**config.mk**
```make
export PLATFORM = sky130hd
export DESIGN_NAME = chs_sequencer_flat
export DESIGN_NICKNAME = d
export VERILOG_FILES = /design/src/rtl/chs_pkg.sv /design/src/rtl/chs_sequencer_if.sv /design/src/rtl/chs_ramp.sv /design/src/rtl/chs_sequencer.sv /design/src/flat_wrapper.sv
export SDC_FILE = /design/constraint.sdc
export NUM_CORES = 1
export LEC_CHECK = 0
export CAP_MARGIN = 20
export CORE_MARGIN = 10
export CORE_UTILIZATION = 23
export CTS_CLUSTER_SIZE = 28
export DETAILED_ROUTE_END_ITERATION = 10
export PLACE_DENSITY = 0.44
export SYNTH_ARGS = -nofsm -noshare
export SYNTH_HDL_FRONTEND = slang
export SYNTH_SLANG_ARGS = --single-unit
```
**constraint.sdc**
```tcl
create_clock -name clk -period 5.4 [get_ports clk]
set_clock_uncertainty 0.2 [all_clocks]
set_input_delay 1.35 -clock clk [delete_from_list [all_inputs] [get_ports clk]]
set_output_delay 1.35 -clock clk [all_outputs]
set_load 0.05 [all_outputs]
```
**src/rtl/chs_pkg.sv**
```systemverilog
// Shared definitions for the cool/heat sequencer: state encoding, chs_conf
// field layout, mode values, default parameters and the power helper.
package chs_pkg;

    typedef logic signed [8:0] diff_t;

    localparam logic [2:0] ST_IDLE      = 3'd0;
    localparam logic [2:0] ST_RAMP_UP   = 3'd1;
    localparam logic [2:0] ST_RUN       = 3'd2;
    localparam logic [2:0] ST_RAMP_DOWN = 3'd3;
    localparam logic [2:0] ST_DWELL     = 3'd4;

    localparam int MODE_BIT  = 7;
    localparam int POWER_MSB = 3;

    localparam logic MODE_COOL = 1'b1;
    localparam logic MODE_HEAT = 1'b0;

    localparam int DEF_HYST      = 2;
    localparam int DEF_RAMP_STEP = 16;
    localparam int DEF_RAMP_DIV  = 4;
    localparam int DEF_MIN_DWELL = 16;

    // Power is the error magnitude clipped to the 4-bit power field.
    function automatic logic [3:0] calc_power(input diff_t diff);
        logic [8:0] mag;
        mag = diff[8] ? 9'(-diff) : 9'(diff);
        return (mag > 9'd15) ? 4'hF : mag[3:0];
    endfunction

endpackage

```
**src/rtl/chs_sequencer_if.sv**
```systemverilog
// Control and status bundle between the sequencer and its host: demand
// inputs in, ModePower/FanSpeed command words and debug state out.
interface chs_sequencer_if;

    logic       enable;
    logic       temp_valid;
    logic [7:0] temp;
    logic [7:0] setpoint;
    logic [7:0] chs_conf;
    logic [7:0] speed;
    logic [2:0] state;

    modport master (
        output enable, temp_valid, temp, setpoint,
        input  chs_conf, speed, state
    );

    modport slave (
        input  enable, temp_valid, temp, setpoint,
        output chs_conf, speed, state
    );

endinterface

```
**src/rtl/chs_ramp.sv**
```systemverilog
// Fan speed soft-start/soft-stop: a tick divider plus a register that steps
// toward the target by RAMP_STEP per tick without overshooting.
module chs_ramp
    import chs_pkg::*;
#(
    parameter int RAMP_STEP = DEF_RAMP_STEP,
    parameter int RAMP_DIV  = DEF_RAMP_DIV
) (
    input  logic       clk,
    input  logic       arst,
    input  logic [7:0] target,
    input  logic       run,
    input  logic       clear_tick,
    output logic [7:0] speed,
    output logic       at_target
);

    localparam int              CW        = (RAMP_DIV > 1) ? $clog2(RAMP_DIV) : 1;
    localparam logic [CW-1:0]   TICK_LAST = CW'(RAMP_DIV - 1);
    localparam logic [7:0]      STEP      = 8'(RAMP_STEP);

    logic [CW-1:0] tick_cnt_q, tick_cnt_d;
    logic [7:0]    speed_q, speed_d;
    logic          tick;

    always_comb begin
        // NOTE: every output of this block gets a default first, so no path leaves one unassigned and no latch is inferred.
        tick_cnt_d = tick_cnt_q;
        speed_d    = speed_q;
        tick       = 1'b0;

        // A clear on phase entry also suppresses any step on that same edge.
        if (clear_tick) begin
            tick_cnt_d = '0;
        end else if (run) begin
            tick       = (tick_cnt_q == TICK_LAST);
            tick_cnt_d = tick ? '0 : tick_cnt_q + 1'b1;
        end

        if (tick) begin
            if (speed_q < target) begin
                speed_d = ((target - speed_q) <= STEP) ? target : speed_q + STEP;
            end else if (speed_q > target) begin
                speed_d = ((speed_q - target) <= STEP) ? target : speed_q - STEP;
            end
        end
    end

    always_ff @(posedge clk) begin
        // NOTE: state registers use non-blocking assignments so every flop samples pre-edge values.
        if (arst) begin
            tick_cnt_q <= '0;
            speed_q    <= '0;
        end else begin
            tick_cnt_q <= tick_cnt_d;
            speed_q    <= speed_d;
        end
    end

    assign speed     = speed_q;
    assign at_target = (speed_q == target);

endmodule

```
**src/rtl/chs_sequencer.sv**
```systemverilog
// Closed-loop cool/heat sequencer: hysteretic mode decision, soft-started fan
// speed and a mandatory off-dwell between runs.
module chs_sequencer
    import chs_pkg::*;
#(
    parameter int HYST      = DEF_HYST,
    parameter int RAMP_STEP = DEF_RAMP_STEP,
    parameter int RAMP_DIV  = DEF_RAMP_DIV,
    parameter int MIN_DWELL = DEF_MIN_DWELL
) (
    input  logic            clk,
    input  logic            arst,
    chs_sequencer_if.slave  bus
);

    localparam diff_t         HYST_POS   = diff_t'(HYST);
    localparam diff_t         HYST_NEG   = diff_t'(-HYST);
    localparam int            DW         = (MIN_DWELL > 1) ? $clog2(MIN_DWELL) : 1;
    localparam logic [DW-1:0] DWELL_LAST = DW'(MIN_DWELL - 1);

    logic [2:0]    state_q, state_d;
    logic          mode_q, mode_d;
    diff_t         diff_q, diff_d;
    logic [DW-1:0] dwell_cnt_q, dwell_cnt_d;
    logic [7:0]    chs_conf_q, chs_conf_d;

    logic [3:0]    power;
    logic [7:0]    target;
    logic          ramp_run;
    logic          clear_tick;
    logic [7:0]    speed;
    logic          at_target;
    logic          satisfied;

    assign power     = calc_power(diff_q);
    assign target    = (state_q == ST_RAMP_UP || state_q == ST_RUN) ? {power, 4'b0000} : 8'h00;
    assign ramp_run  = (state_q == ST_RAMP_UP) || (state_q == ST_RUN) || (state_q == ST_RAMP_DOWN);
    assign satisfied = (mode_q == MODE_COOL) ? (diff_q <= 9'sd0) : (diff_q >= 9'sd0);

    // The sample is stored in every state, including DWELL and an enable drop.
    assign diff_d = bus.temp_valid ? $signed({1'b0, bus.temp}) - $signed({1'b0, bus.setpoint})
                                   : diff_q;

    always_comb begin
        state_d = state_q;
        mode_d  = mode_q;
        unique case (state_q)
            ST_IDLE: begin
                if (bus.enable && diff_q > HYST_POS) begin
                    state_d = ST_RAMP_UP;
                    mode_d  = MODE_COOL;
                end else if (bus.enable && diff_q < HYST_NEG) begin
                    state_d = ST_RAMP_UP;
                    mode_d  = MODE_HEAT;
                end
            end
            ST_RAMP_UP: begin
                if (!bus.enable)    state_d = ST_RAMP_DOWN;
                else if (at_target) state_d = ST_RUN;
            end
            ST_RUN: begin
                if (!bus.enable || satisfied) state_d = ST_RAMP_DOWN;
            end
            ST_RAMP_DOWN: begin
                if (at_target) state_d = ST_DWELL;
            end
            ST_DWELL: begin
                if (dwell_cnt_q == DWELL_LAST) state_d = ST_IDLE;
            end
            default: state_d = ST_IDLE;
        endcase
    end

    assign clear_tick  = (state_d != state_q) &&
                         (state_d == ST_RAMP_UP || state_d == ST_RAMP_DOWN);
    assign dwell_cnt_d = (state_q == ST_DWELL) ? dwell_cnt_q + 1'b1 : '0;

    always_comb begin
        chs_conf_d = 8'h00;
        if (state_d == ST_RAMP_UP || state_d == ST_RUN) begin
            chs_conf_d[MODE_BIT]       = mode_d;
            chs_conf_d[POWER_MSB:0]    = power;
        end else if (state_d == ST_RAMP_DOWN) begin
            chs_conf_d[MODE_BIT]       = mode_d;
        end
    end

    always_ff @(posedge clk) begin
        if (arst) begin
            state_q     <= ST_IDLE;
            mode_q      <= MODE_HEAT;
            diff_q      <= '0;
            dwell_cnt_q <= '0;
            chs_conf_q  <= 8'h00;
        end else begin
            state_q     <= state_d;
            mode_q      <= mode_d;
            diff_q      <= diff_d;
            dwell_cnt_q <= dwell_cnt_d;
            chs_conf_q  <= chs_conf_d;
        end
    end

    chs_ramp #(
        .RAMP_STEP (RAMP_STEP),
        .RAMP_DIV  (RAMP_DIV)
    ) u_ramp (
        .clk        (clk),
        .arst       (arst),
        .target     (target),
        .run        (ramp_run),
        .clear_tick (clear_tick),
        .speed      (speed),
        .at_target  (at_target)
    );

    assign bus.chs_conf = chs_conf_q;
    assign bus.speed    = speed;
    assign bus.state    = state_q;

endmodule

```
**src/flat_wrapper.sv**
```systemverilog
// flat-port wrapper written by rule: the top's interface ports become plain ports
module chs_sequencer_flat import chs_pkg::*;
#(
    parameter int HYST      = DEF_HYST,
    parameter int RAMP_STEP = DEF_RAMP_STEP,
    parameter int RAMP_DIV  = DEF_RAMP_DIV,
    parameter int MIN_DWELL = DEF_MIN_DWELL
)
  (clk, arst, bus_enable, bus_temp_valid, bus_temp, bus_setpoint, bus_chs_conf, bus_speed, bus_state);
  chs_sequencer_if bus_i ();
  input  logic clk;
  input  logic arst;
  input wire logic [$bits(bus_i.enable)-1:0] bus_enable;
  input wire logic [$bits(bus_i.temp_valid)-1:0] bus_temp_valid;
  input wire logic [$bits(bus_i.temp)-1:0] bus_temp;
  input wire logic [$bits(bus_i.setpoint)-1:0] bus_setpoint;
  output wire logic [$bits(bus_i.chs_conf)-1:0] bus_chs_conf;
  output wire logic [$bits(bus_i.speed)-1:0] bus_speed;
  output wire logic [$bits(bus_i.state)-1:0] bus_state;
  assign bus_i.enable = bus_enable;
  assign bus_i.temp_valid = bus_temp_valid;
  assign bus_i.temp = bus_temp;
  assign bus_i.setpoint = bus_setpoint;
  assign bus_chs_conf = bus_i.chs_conf;
  assign bus_speed = bus_i.speed;
  assign bus_state = bus_i.state;
  chs_sequencer #(.HYST(HYST), .RAMP_STEP(RAMP_STEP), .RAMP_DIV(RAMP_DIV), .MIN_DWELL(MIN_DWELL)) u_core (.clk(clk), .arst(arst), .bus(bus_i));
endmodule
```
Word-level counts from Yosys, hierarchy flattened:

Index checks and enable logic that the tools add are counted.

* magnitude comparators: 9
* $add $sub $neg: 8
* divide/modulo/power cells: 0
* mux-type cells: 24
* equal/unequal tests: 11
* shift operators: 0
* bitwise logic cells: 2
* multiply operators: 0
* reduce and logical (&&, ||, !) cells: 15

Operators by type and width (count)
* 8-bit 2-to-1 mux: 5
* 3-bit 2-to-1 mux: 7
* 8-bit by 5-bit <= comparator with 1-bit output (second input constant): 2
* 8-bit subtractor: 2
* 3-bit one-hot mux with 5 select lines: 1
* 3-bit by 2-bit == test with 1-bit output (second input constant): 4
* 9-bit by 1-bit greater-or-equal comparator with 1-bit output (second input constant): 1
* 9-bit by 3-bit greater-than comparator with 1-bit output (second input constant): 1
* 9-bit by 4-bit greater-than comparator with 1-bit output (second input constant): 1
* 9-bit by 1-bit <= comparator with 1-bit output (second input constant): 1
* 9-bit by 2-bit less-than comparator with 1-bit output (second input constant): 1
* 9-bit 2-to-1 mux: 1
* 9-bit negator: 1
* 8-bit by 8-bit subtractor with 9-bit output: 1
* 8-bit by 5-bit adder with 8-bit output (second input constant): 1
* 8-bit == test: 1
* 8-bit greater-than comparator: 1
* 8-bit less-than comparator: 1
* 1-bit 2-to-1 mux: 8
* 8-bit by 5-bit subtractor with 8-bit output (second input constant): 1
* 3-bit by 1-bit == test with 1-bit output (second input constant): 2
* 2-bit OR reduction: 3
* 1-bit logical OR: 5
* 4-bit by 1-bit adder with 4-bit output (second input constant): 1
* other kinds (13): 16

* input bits: 20
* register bits after elaboration: 35
* memories kept: 0
* output and inout port bits: 19
* ROM bits: 0
* memory bits (writable): 0
* word-level logic and storage cells: 78
* latch bits: 0

Logic depth before layout (Yosys ltp):

Gate-level depths: netlist of the first run.

* depth after elaboration: 14
* gate-level depth with buffers: 18
* depth with buffers taken out: 16

Hierarchy:

Synthesis of the first run repeated with hierarchy kept, for this count alone.

* cells, all modules: 353
* area total of the unflattened synthesis: 2827.7 um2

Modules (own cells, without submodules)
* chs_sequencer: area each 1503.9 um2, times used 1, cells each 187, sequential area each 440.4 um2
* chs_ramp: area each 1323.8 um2, times used 1, cells each 166, sequential area each 200.2 um2

Worst setup path after synthesis of the first run:

Ideal clock, no wire load.

* kind: register to register
* start: reg u_core.diff_q[1]
* end: reg u_core.u_ramp.speed_q[5] (netlist: u_core.u_ramp.speed[5])
* stages on the path, launching flop included: 19
* buffers on the path: 2
* setup slack: 0.978 ns
* data arrival time: 4.162 ns
* clock period less this slack: 4.422 ns
* path through: dfxtp_1 clkbuf_1 inv_1 ha_1 or3b_1 or4b_1 o211a_2 or2_1 buf_6 o21ai_2 inv_2 ha_1 fa_1 or3_1 a21oi_1 o22ai_1 a22o_1 a2111oi_1 a31o_1

* word-level cells in the longest chain between the ends: 14

RTL lines
* start, declared: RTL line chs_sequencer.sv:23 `diff_t diff_q, diff_d;`
* start signal, assigned: RTL line chs_sequencer.sv:98 `diff_q <= diff_d;`
* branches (longest 14 deep; another with 9-bit negator)
* end signal, assigned: RTL line chs_ramp.sv:56 `speed_q <= speed_d;`
* end, declared: RTL line chs_ramp.sv:23 `logic [7:0] speed_q, speed_d;`

Several ways; the timed one is not identified. The select of a mux whose other input is x is not followed.
A chain may end at the register's enable or synchronous reset.

Worst setup path in the final report of the first run:

* start: reg u_core.diff_q[0]
* end: reg u_core.u_ramp.speed_q[7] (netlist: u_core.u_ramp.speed[7])

The elaborated chain is that of the path after synthesis.

==> results of run 1 <==
[worst max path at each step]
stage                           from                      to  slack (ns)
CTS                 u_core.diff_q[0]  u_core.u_ramp.speed[7]        0.51
floorplan           u_core.diff_q[1]  u_core.u_ramp.speed[5]        0.98
finish              u_core.diff_q[0]  u_core.u_ramp.speed[7]        0.53
global placement    u_core.diff_q[0]  u_core.u_ramp.speed[6]        0.60
global route        u_core.diff_q[0]  u_core.u_ramp.speed[6]        0.13
detailed placement  u_core.diff_q[0]  u_core.u_ramp.speed[7]        0.55
[routing by layer]
layer  wire length [um]  up-vias
met5                  0        -
met4                 65        0
met3                217        6
met2               2640       37
met1               2700      948
li1                   -     1076
[registers in the layout, indices dropped and copies added (netlist names)]
signal,cells
u_core.dwell_cnt_q,4
u_core.u_ramp.speed,4
u_core.bus.chs_conf,5
u_core.diff_q,9
u_core.mode_q,1
u_core.u_ramp.tick_cnt_q,2
u_core.bus.state,3
[metrics by stage]
stage               instances  area (sq um)  total power, W  utilization [%]  worst slack, ns
global placement          443          2740         0.00122             27.8            0.603
CTS                       447          2790         0.00136             28.3            0.513
detailed placement        443          2740         0.00122             27.8            0.545
finish                    447          2790         0.00134             28.3            0.529
global route              447          2790         0.00146             28.3            0.134
floorplan                 298          2370         0.00101                -            0.978
[cell type report]
type	count	share of cell area (%)
Tap cell	133	5.96
Inverter	26	3.49
Multi-Input combinational cell	224	57.1
Timing Repair Buffer	32	11.4
Clock buffer	4	1.97
Sequential cell	28	20.1
[worst max-delay path: stages, from the launching register on]
cell,delay (ns)
dfxtp_1,0.41
inv_1,0.10
ha_1,0.20
or3b_1,0.37
or4b_1,0.47
o211a_2,0.17
or2_1,0.35
o21ai_2,0.22
inv_2,0.04
ha_1,0.22
fa_1,0.45
nand2b_1,0.24
a221oi_1,0.52
o21ai_0,0.17
o21ai_1,0.23
nand3_1,0.14
a311oi_1,0.27
[power by group through the flow]
stage	Combinational [W]	Clock, W	Sequential (W)
2_1_floorplan	0.000681	0	0.000332
3_3_place_gp	0.000932	0	0.000289
3_5_place_dp	0.000928	0	0.000291
4_1_cts	0.000934	0.000136	0.000286
5_1_grt	0.00102	0.000144	0.000291
6_report	0.000927	0.000130	0.000284
[cells in the mapped netlist, types with 3 or more instances]
library cell and count:
nor2_1 29, dfxtp_1 28, inv_1 23, ha_1 20
a21oi_1 16, nand2_1 12, nand3_1 11, nor3_1 10
o21ai_0 9, clkbuf_1 8, mux2i_1 8, xnor2_1 8
buf_4 7, or3_1 6, nor2b_1 5, nand2b_1 4
nor3b_1 4, o21a_1 4, o21ai_1 4, a211oi_1 3
a21boi_0 3, a31oi_1 3, inv_2 3, nand3b_1 3
o211ai_1 3, xor2_1 3
[logic make-up after synthesis]
family	after synthesis
other cells	1
mux	8
compound gates	73
xor+xnor	11
fa+ha+maj	22
flops	28
buf+inv	46
simple gates	103
==> metrics.md, run 1 <==
| Metric | Value |
|---|---|
| First-pass DRT Iterations | 4 |
| Most common cell after layout, fill and taps aside | clkdlybuf4s50_1 |
| Post-Syn Instances | 292 |
| Layout Nets | 357 |
| Via count | 2067 |
| Sequential area share after synthesis | 23.9% |
| Setup Fix Bufs, Post-CTS | 0 |
| Clock share of power | 9.7% |
| Post-DRT Antenna Nets | 0 |
| Diode count | 0 |
| CTS Buf Count | 3 |
| Endpoints failing setup | 0 |
| Final TNS setup | 0 ns |
| Total gr overflow | 0 |
| Fmax | 205 MHz |
| CTS tree | yes |
| First-pass GRT wire length | 9.32 mm |
| Bufs on Longest Clock Path | 2 |
| Post-Synth XOR/XNOR Area | 4.10% |
| Ratio of cells with drive above 1 in the final layout | 6.05% |
| Lkg Pwr | 1.09 nW |
| Routed WL | 5.62 mm |
| Worst R2R Setup Slack | 0.53 ns |
| Synth-to-Final Area Change | 18.8% |
| #FFs+latches synth | 28 |
| CP Capture Type | flip-flop |
| Yosys top cell by area | dfxtp_1 |
| Outcome | completed |
| Mux contribution to synthesized area | 3.41% |
| Largest net degree at the start of global routing | 21 |
| DRT iter0 DRCs | 151 |
| Synth area leaders | dfxtp_1 24%, ha_1 11%, nor2_1 4.6% |
| Slew Limit Fails | 0 |
| H-Tree Depth | 1 |
| Fill cells | 1083 |
| Port Buffers | 31 |
| Total track usage | 7.51% |
| RSZ-0062 raised after global routing | false |
| Met2 GRT Util | 13.3% |
| P per Cell Area | 480 nW/um^2 |
| GR Util met3 | 1.63% |
| Complex-gate fraction of the synthesized area | 22.8% |
| Clk sinks | 28 |
| Multi-input logic area | 1600 sq um |
| Sink of the worst hold path | u_core.dwell_cnt_q[0] |
| Core Footprint | 9860 sq um |
| Hold WC Path Type | reg2reg |
| Combinational share of power | 69.1% |
| WHS | 0.259 ns |
| Required time worst endpoint | 5.39 ns |
| Final HPWL from detailed placement | 4.68 mm |
| WS Path Type | reg2reg |
| Int Pwr | 0.000678 W |
| Post-synth ARST share | 0% |
| Worst vdd ir | 0.000160 V |
| Reg clk slew, reported paths | 0.10 ns |
| DIE AREA | 14700 sq um |
| Met1 usage | 8.91% |
| Synth Warn # | 0 |
| FP Rows | 36 |
| Clock insertion delay at the later pin of the skew report | 0.27 ns |
| Gr busiest metal | met2 |
| RePlAce Congestion | 0.813 |
| R2r startpoint | u_core.diff_q[0] |
| Die width | 121 um |
| Vias in the first global route | 2037 |
| Worst Path Arrival | 4.86 ns |
| Post-Syn Area | 2350 sq um |
| Sw frac | 49.5% |
| Commonest cells after routing, fill and taps aside | 31 x clkdlybuf4s50_1, 29 x nor2_1, 28 x dfxtp_1 |
| Post-cts resize count | 0 |
| Worst r2r path cells | 16 |
| Hold Path Depth | 1 |
| Number of synthesized flops with an enable pin | 0 |
| Sequential cell area | 561 sq um |
| Initial Util | 23.8% |
| Via density per instance | 4.62 |
| Main synth FF type | dfxtp_1 |
| Clock Tree Root | clkbuf_8 |
| Tightest Pin Transition | 0.562 ns |
| Number of max-cap violations | 0 |
| Critical-path maximum fanout | 9 |
| DIE HEIGHT | 121 um |
| Wirelength per Cell | 12.6 um |
| Adder-cell share of the synthesized area | 12.4% |
| Synthesized area per cell | 8.05 sq um |
| Hold Startpoint | u_core.dwell_cnt_q[0] |
| Drt drc | 0 |
| Antenna violations before repair | 0 |
| Sequential power share | 21.2% |
| Relative max-transition margin | 61.6% |
| Simple-Gate Fraction of Synth Area | 24.1% |
| Reg2reg end | u_core.u_ramp.speed[7] |
| Cts hold-fix bufs | 0 |
| I/O Pins | 39 |
| Top-area cell type share of the netlist area | 23.9% |
| Min Clock Period, post-route | 4.87 ns |
| Hold Vio Cnt, Final | 0 |
| Switching power | 0.000663 W |
| Largest family of logic cells by synthesized area | simple AND/OR/NAND/NOR gates |
| Cell variety after synth | 67 |
| Fin crit share | 90.2% |
| Critical path launch point type | flip-flop |
Power figures use the tool's default switching activity.
==> inputs of run 2 (changes only) <==
--- a/config.mk
+++ b/config.mk
@@ -5,9 +5,11 @@
 export SDC_FILE = /design/constraint.sdc
 export NUM_CORES = 1
 export LEC_CHECK = 0
-export CAP_MARGIN = 20
+export CAP_MARGIN = 30
+export CORE_ASPECT_RATIO = 0.6
 export CORE_MARGIN = 10
 export CORE_UTILIZATION = 23
+export CTS_BUF_LIST = sky130_fd_sc_hd__clkbuf_8
 export CTS_CLUSTER_SIZE = 28
 export DETAILED_ROUTE_END_ITERATION = 10
 export PLACE_DENSITY = 0.44
==> metrics.md, run 2 (synthesized netlist as in run 1, its figures left out) <==
| Metric | Value |
|---|---|
| Outcome | completed (unchanged) |
| Reg2reg end | u_core.u_ramp.speed[7] (unchanged) |
| Highest layer used for signal routing | met4 (unchanged) |
| CTS tree | yes (unchanged) |
| First-pass GRT wire length | 9.99 mm (was 9.32 mm) |
| Via density per instance | 4.69 (was 4.62) |
| Max stage delay cell, worst path | or4b_1 (was a221oi_1) |
| R2r startpoint | u_core.diff_q[0] (unchanged) |
| Required time worst endpoint | 5.40 ns (was 5.39 ns) |
| Worst r2r path cells | 16 (unchanged) |
| Sequential power share | 20.8% (was 21.2%) |
| Reg clk slew, reported paths | 0.10 ns (about the same) |
| Worst vdd ir | 0.000196 V (was 0.000160 V) |
| DR WL met3 | 505 um (was 217 um) |
| Instance count on the critical path | 16 (unchanged) |
| Largest net degree at the start of global routing | 21 (unchanged) |
| WS Path Type | reg2reg (unchanged) |
| Tightest Pin Transition | 0.535 ns (was 0.562 ns) |
| Metal2 WL | 2.06 mm (was 2.64 mm) |
| Combinational share of power | 69.4% (was 69.1%) |
| Critical path launch point type | flip-flop (unchanged) |
| Post-DRT Antenna Nets | 0 (unchanged) |
| RSZ-0062 raised after global routing | false (unchanged) |
| Met1 WL | 3.61 mm (was 2.70 mm) |
| CTS Buf Count | 3 (unchanged) |
| Clock Tree Root | clkbuf_8 (unchanged) |
| Most common cell after layout, fill and taps aside | clkdlybuf4s50_1 (unchanged) |
| Core Util, Final | 28.3% (about the same) |
| Bufs on Longest Clock Path | 2 (unchanged) |
| Min Clock Period, post-route | 4.82 ns (was 4.87 ns) |
| Multi-input logic area | 1600 sq um (unchanged) |
| Antenna violations before repair | 0 (unchanged) |
| Diode count | 0 (unchanged) |
| Endpoints failing setup | 0 (unchanged) |
| Synth-to-Final Area Change | 19.3% (was 18.8%) |
| Critical path origin | u_core.diff_q[0] (unchanged) |
| Post-cts resize count | 0 (unchanged) |
| Wirelength per Cell | 13.8 um (was 12.6 um) |
| Layout Nets | 358 (was 357) |
| Commonest cells after routing, fill and taps aside | 31 x clkdlybuf4s50_1, 29 x nor2_1, 28 x dfxtp_1 (unchanged) |
| Clock share of power | 9.8% (was 9.7%) |
| DRT iter0 DRCs | 154 (was 151) |
| Routed WL | 6.19 mm (was 5.62 mm) |
| Number of max-cap violations | 0 (unchanged) |
| Port Buffers | 31 (unchanged) |
| DIE AREA | 14800 sq um (was 14700 sq um) |
| Relative max-transition margin | 63.4% (was 61.6%) |
| Crit-path cells | inv_1, ha_1, or3b_1, or4b_1, o211a_2, or2_1, o21ai_2, inv_2, ha_1, fa_1, or3_1, a21oi_1, o22ai_1, o21ai_1, nand3_1, a311oi_1 (was inv_1, ha_1, or3b_1, or4b_1, o211a_2, or2_1, o21ai_2, inv_2, ha_1, fa_1, nand2b_1, a221oi_1, o21ai_0, o21ai_1, nand3_1, a311oi_1) |
| Ratio of cells with drive above 1 in the final layout | 6.35% (was 6.05%) |
| Worst R2R Setup Slack | 0.58 ns (was 0.53 ns) |
| Worst Path Arrival | 4.81 ns (was 4.86 ns) |
| Most used cell, CP | ha_1 (unchanged) |
| Fmax | 208 MHz (was 205 MHz) |
| Clk sinks | 28 (unchanged) |
| Via count | 2109 (was 2067) |
| Hold Vio Cnt, Final | 0 (unchanged) |
| Vias in the first global route | 1923 (was 2037) |
| CP bufs+invs | 2 (unchanged) |
| Placed insts | 446 (was 443) |
| P per Cell Area | 492 nW/um^2 (was 480 nW/um^2) |
| Fin crit share | 89.2% (was 90.2%) |
| Int Pwr | 0.000685 W (was 0.000678 W) |
| Hold WC Path Type | reg2reg (unchanged) |
| RePlAce Congestion | 0.843 (was 0.813) |
| Worst setup endpoint | u_core.u_ramp.speed[7] (unchanged) |
| Initial Util | 23.7% (was 23.8%) |
| Total gr overflow | 0 (unchanged) |
| Register with the most flip-flops | u_core.diff_q (unchanged) |
| Drt drc | 0 (unchanged) |
| First-pass DRT Iterations | 4 (unchanged) |
| Max reg flops | 9 (unchanged) |
| H-Tree Depth | 1 (unchanged) |
| Cts hold-fix bufs | 0 (unchanged) |
| CP max stage delay | 0.47 ns (was 0.52 ns) |
| Critical-path maximum fanout | 9 (unchanged) |
| Total track usage | 8.28% (was 7.51%) |
| Sw frac | 50.3% (was 49.5%) |
| Setup Fix Bufs, Post-CTS | 0 (unchanged) |
| Core Footprint | 9910 sq um (was 9860 sq um) |
| Fill cells | 1061 (was 1083) |
| Die width | 150 um (was 121 um) |
| Final TNS setup | 0 ns (unchanged) |
| Switching power | 0.000692 W (was 0.000663 W) |
| Sequential cell area | 561 sq um (unchanged) |
| Clock insertion delay at the later pin of the skew report | 0.28 ns (was 0.27 ns) |
| I/O Pins | 39 (unchanged) |
| Final HPWL from detailed placement | 5.06 mm (was 4.68 mm) |
| FP Rows | 28 (was 36) |
| Lkg Pwr | 1.10 nW (was 1.09 nW) |
| DIE HEIGHT | 98.3 um (was 121 um) |
| Post-Layout Cell Count | 450 (was 447) |
| Top delay family on crit path | simple AND/OR/NAND/NOR gates (was compound AO/OA/AOI/OAI gates) |
| Slew Limit Fails | 0 (unchanged) |
| CP Capture Type | flip-flop (unchanged) |
[run 2: how the worst min path moves through the flow]
stage                               start                    end  slack, ns  cells past startpoint
detailed placement  u_core.dwell_cnt_q[0]  u_core.dwell_cnt_q[0]       0.25                      1
global placement    u_core.dwell_cnt_q[0]  u_core.dwell_cnt_q[0]       0.24                      1
finish              u_core.dwell_cnt_q[0]  u_core.dwell_cnt_q[0]       0.26                      1
CTS                 u_core.dwell_cnt_q[0]  u_core.dwell_cnt_q[0]       0.26                      1
floorplan           u_core.dwell_cnt_q[0]  u_core.dwell_cnt_q[0]       0.22                      1
global route        u_core.dwell_cnt_q[0]  u_core.dwell_cnt_q[0]       0.31                      1
[run 2: cell type report]
type	instances	share of cell area, %
Clock buffer	4	1.96
Inverter	26	3.48
Multi-Input combinational cell	224	56.9
Sequential cell	28	20.0
Tap cell	135	6.03
Timing Repair Buffer	33	11.6
[run 2: routing by layer]
metal,vias up,track usage [%]
li1,1077,-
met1,971,13.3
met2,59,10.1
met3,2,3.00
met4,0,0.670
met5,-,0
[run 2: power by group through the flow]
stage / clock, W / combinational, W / sequential (W)
after floorplan: 0 / 0.000681 / 0.000332
after global placement: 0 / 0.000953 / 0.000289
after detailed placement: 0 / 0.000939 / 0.000289
after CTS: 0.000143 / 0.000947 / 0.000285
after global routing: 0.000151 / 0.00105 / 0.000293
final: 0.000136 / 0.000956 / 0.000286
[run 2: metrics by stage]
stage                     area (sq um)  setup slack [ns]  total power, W  hold WS [ns]
after floorplan                   2370             0.978         0.00101         0.218
after global placement            2750             0.730         0.00124         0.239
after detailed placement          2750             0.580         0.00123         0.246
after CTS                         2800             0.564         0.00137         0.261
after global routing              2800             0.223         0.00149         0.309
final                             2800             0.581         0.00138         0.261
==> inputs of run 3 (changes only) <==
--- a/config.mk
+++ b/config.mk
@@ -8,11 +8,11 @@
 export CAP_MARGIN = 30
 export CORE_ASPECT_RATIO = 0.6
 export CORE_MARGIN = 10
-export CORE_UTILIZATION = 23
+export CORE_UTILIZATION = 56
 export CTS_BUF_LIST = sky130_fd_sc_hd__clkbuf_8
 export CTS_CLUSTER_SIZE = 28
 export DETAILED_ROUTE_END_ITERATION = 10
-export PLACE_DENSITY = 0.44
+export PLACE_DENSITY = 0.86
 export SYNTH_ARGS = -nofsm -noshare
 export SYNTH_HDL_FRONTEND = slang
 export SYNTH_SLANG_ARGS = --single-unit
==> metrics.md, run 3 (synthesized netlist as in run 1, its figures left out) <==
| Metric | Value |
|---|---|
| Synth-to-Final Area Change | 15.3% (was 19.3%) |
| Slew Limit Fails | 0 (unchanged) |
| Total track usage | 14.9% (was 8.28%) |
| DIE HEIGHT | 70.2 um (was 98.3 um) |
| Drt drc | 0 (unchanged) |
| H-Tree Depth | 1 (unchanged) |
| Sequential power share | 20.3% (was 20.8%) |
| Diode count | 0 (unchanged) |
| Vias in the first global route | 1954 (was 1923) |
| Final TNS setup | 0 ns (unchanged) |
| WS Path Type | reg2reg (unchanged) |
| Core Footprint | 4080 sq um (was 9910 sq um) |
| RSZ-0062 raised after global routing | false (unchanged) |
| Reg clk slew, reported paths | 0.10 ns (about the same) |
| Worst r2r path cells | 16 (unchanged) |
| Post-DRT Antenna Nets | 0 (unchanged) |
| Wirelength per Cell | 15.0 um (was 13.8 um) |
| Clock share of power | 12.0% (was 9.8%) |
| Switching power | 0.000685 W (was 0.000692 W) |
| Ratio of cells with drive above 1 in the final layout | 5.75% (was 6.35%) |
| Initial Util | 57.6% (was 23.7%) |
| Worst Path Arrival | 4.81 ns (about the same) |
| DRT iter0 DRCs | 203 (was 154) |
| RePlAce Congestion | 0.923 (was 0.843) |
| Port Buffers | 31 (unchanged) |
| Fill cells | 352 (was 1061) |
| Register with the most flip-flops | u_core.diff_q (unchanged) |
| Max reg flops | 9 (unchanged) |
| Min Clock Period, post-route | 4.83 ns (was 4.82 ns) |
| CTS tree | yes (unchanged) |
| Sink of the worst hold path | u_core.dwell_cnt_q[0] (unchanged) |
| Bufs on Longest Clock Path | 2 (unchanged) |
| Die width | 104 um (was 150 um) |
| Endpoints failing setup | 0 (unchanged) |
| Worst R2R Setup Slack | 0.57 ns (was 0.58 ns) |
| Sequential cell area | 561 sq um (unchanged) |
| Hold Vio Cnt, Final | 0 (unchanged) |
| DP Worst Slack | 0.631 ns (was 0.580 ns) |
| Fin crit share | 89.5% (was 89.2%) |
| Post-cts resize count | 0 (unchanged) |
| Fmax | 207 MHz (was 208 MHz) |
| Outcome | completed (unchanged) |
| Lkg Pwr | 1.10 nW (about the same) |
| First-pass GRT wire length | 9.37 mm (was 9.99 mm) |
| Number of max-cap violations | 0 (unchanged) |
| Layout Nets | 356 (was 358) |
| CTS Buf Count | 3 (unchanged) |
| R2r startpoint | u_core.diff_q[0] (unchanged) |
| CP Capture Type | flip-flop (unchanged) |
| Critical-path maximum fanout | 9 (unchanged) |
| Clock insertion delay at the later pin of the skew report | 0.29 ns (was 0.28 ns) |
| Via density per instance | 5.82 (was 4.69) |
| DIE AREA | 7270 sq um (was 14800 sq um) |
| Hold Path Depth | 1 (unchanged) |
| Int Pwr | 0.000713 W (was 0.000685 W) |
| FP Rows | 18 (was 28) |
| Commonest cells after routing, fill and taps aside | 31 x clkdlybuf4s50_1, 29 x nor2_1, 28 x dfxtp_1 (unchanged) |
| Routed WL | 5.58 mm (was 6.19 mm) |
| Clk sinks | 28 (unchanged) |
| P per Cell Area | 516 nW/um^2 (was 492 nW/um^2) |
| Largest net degree at the start of global routing | 21 (unchanged) |
| Final setup margin | 0.567 ns (was 0.581 ns) |
| Antenna violations before repair | 0 (unchanged) |
| Tightest Pin Transition | 0.798 ns (was 0.535 ns) |
| Total gr overflow | 0 (unchanged) |
| Clock Tree Root | clkbuf_8 (unchanged) |
| Combinational share of power | 67.7% (was 69.4%) |
| Via count | 2171 (was 2109) |
| Setup Fix Bufs, Post-CTS | 0 (unchanged) |
| Relative max-transition margin | 46.7% (was 63.4%) |
| Reg2reg end | u_core.u_ramp.speed[6] (was u_core.u_ramp.speed[7]) |
| I/O Pins | 39 (unchanged) |
| Final HPWL from detailed placement | 4.43 mm (was 5.06 mm) |
| Most common cell after layout, fill and taps aside | clkdlybuf4s50_1 (unchanged) |
| Required time worst endpoint | 5.38 ns (was 5.40 ns) |
| Worst vdd ir | 0.000313 V (was 0.000196 V) |
| Cts hold-fix bufs | 0 (unchanged) |
| Hold WC Path Type | reg2reg (unchanged) |
| Hold Startpoint | u_core.dwell_cnt_q[0] (unchanged) |
| Critical path launch point type | flip-flop (unchanged) |
| Multi-input logic area | 1600 sq um (unchanged) |
| Sw frac | 49.0% (was 50.3%) |
| First-pass DRT Iterations | 4 (unchanged) |
[run 3: worst max path at each step]
stage / from / slack [ns] / cells past startpoint / to
3_5_place_dp: u_core.diff_q[0] / 0.63 / 16 / u_core.u_ramp.speed[7]
4_1_cts: u_core.diff_q[0] / 0.60 / 16 / u_core.u_ramp.speed[7]
6_report: u_core.diff_q[0] / 0.57 / 16 / u_core.u_ramp.speed[6]
3_3_place_gp: u_core.diff_q[0] / 0.80 / 16 / u_core.u_ramp.speed[7]
2_1_floorplan: u_core.diff_q[1] / 0.98 / 18 / u_core.u_ramp.speed[5]
5_1_grt: u_core.diff_q[0] / 0.24 / 16 / u_core.u_ramp.speed[7]
[run 3: layout make-up]
type | count | share of cell area (%)
inverter | 26 | 3.60
multi-input combinational | 224 | 58.9
timing repair buffer | 31 | 11.4
tap | 60 | 2.77
clock buffer | 3 | 1.52
clock inverter | 1 | 1.11
sequential | 28 | 20.7
[run 3: critical path, cell delays in order (launching register included)]
cell,delay [ns]
dfxtp_1,0.42
inv_1,0.10
ha_1,0.23
or3b_1,0.38
or4b_1,0.47
o211a_2,0.18
or2_1,0.35
o21ai_2,0.20
inv_2,0.05
ha_1,0.21
fa_1,0.44
nand2b_1,0.23
a221oi_1,0.42
o21ai_0,0.18
o21ai_1,0.23
nand3_1,0.17
a311oi_1,0.28
[run 3: through the flow]
stage	area [sq um]	utilization, %	power, W	hold WS (ns)	instances
after global routing	2710	66.5	0.00150	0.284	373
final	2710	66.5	0.00140	0.263	373
after CTS	2710	66.5	0.00138	0.270	373
after detailed placement	2640	64.7	0.00121	0.256	369
after floorplan	2370	-	0.00101	0.218	298
after global placement	2640	64.7	0.00120	0.236	369
[run 3: power by group through the flow]
| stage | clock network [W] | logic, W | registers (W) |
|---|---|---|---|
| detailed placement | 0 | 0.000920 | 0.000287 |
| CTS | 0.000170 | 0.000931 | 0.000282 |
| floorplan | 0 | 0.000681 | 0.000332 |
| global route | 0.000181 | 0.00103 | 0.000290 |
| global placement | 0 | 0.000913 | 0.000285 |
| finish | 0.000168 | 0.000946 | 0.000284 |
[run 3: layer usage]
layer | up-vias | routed length (um) | track usage [%]
li1 | 1073 | - | -
met1 | 989 | 2770 | 21.1
met2 | 100 | 2170 | 20.6
met3 | 9 | 576 | 5.40
met4 | 0 | 63 | 3.27
met5 | - | 0 | 0
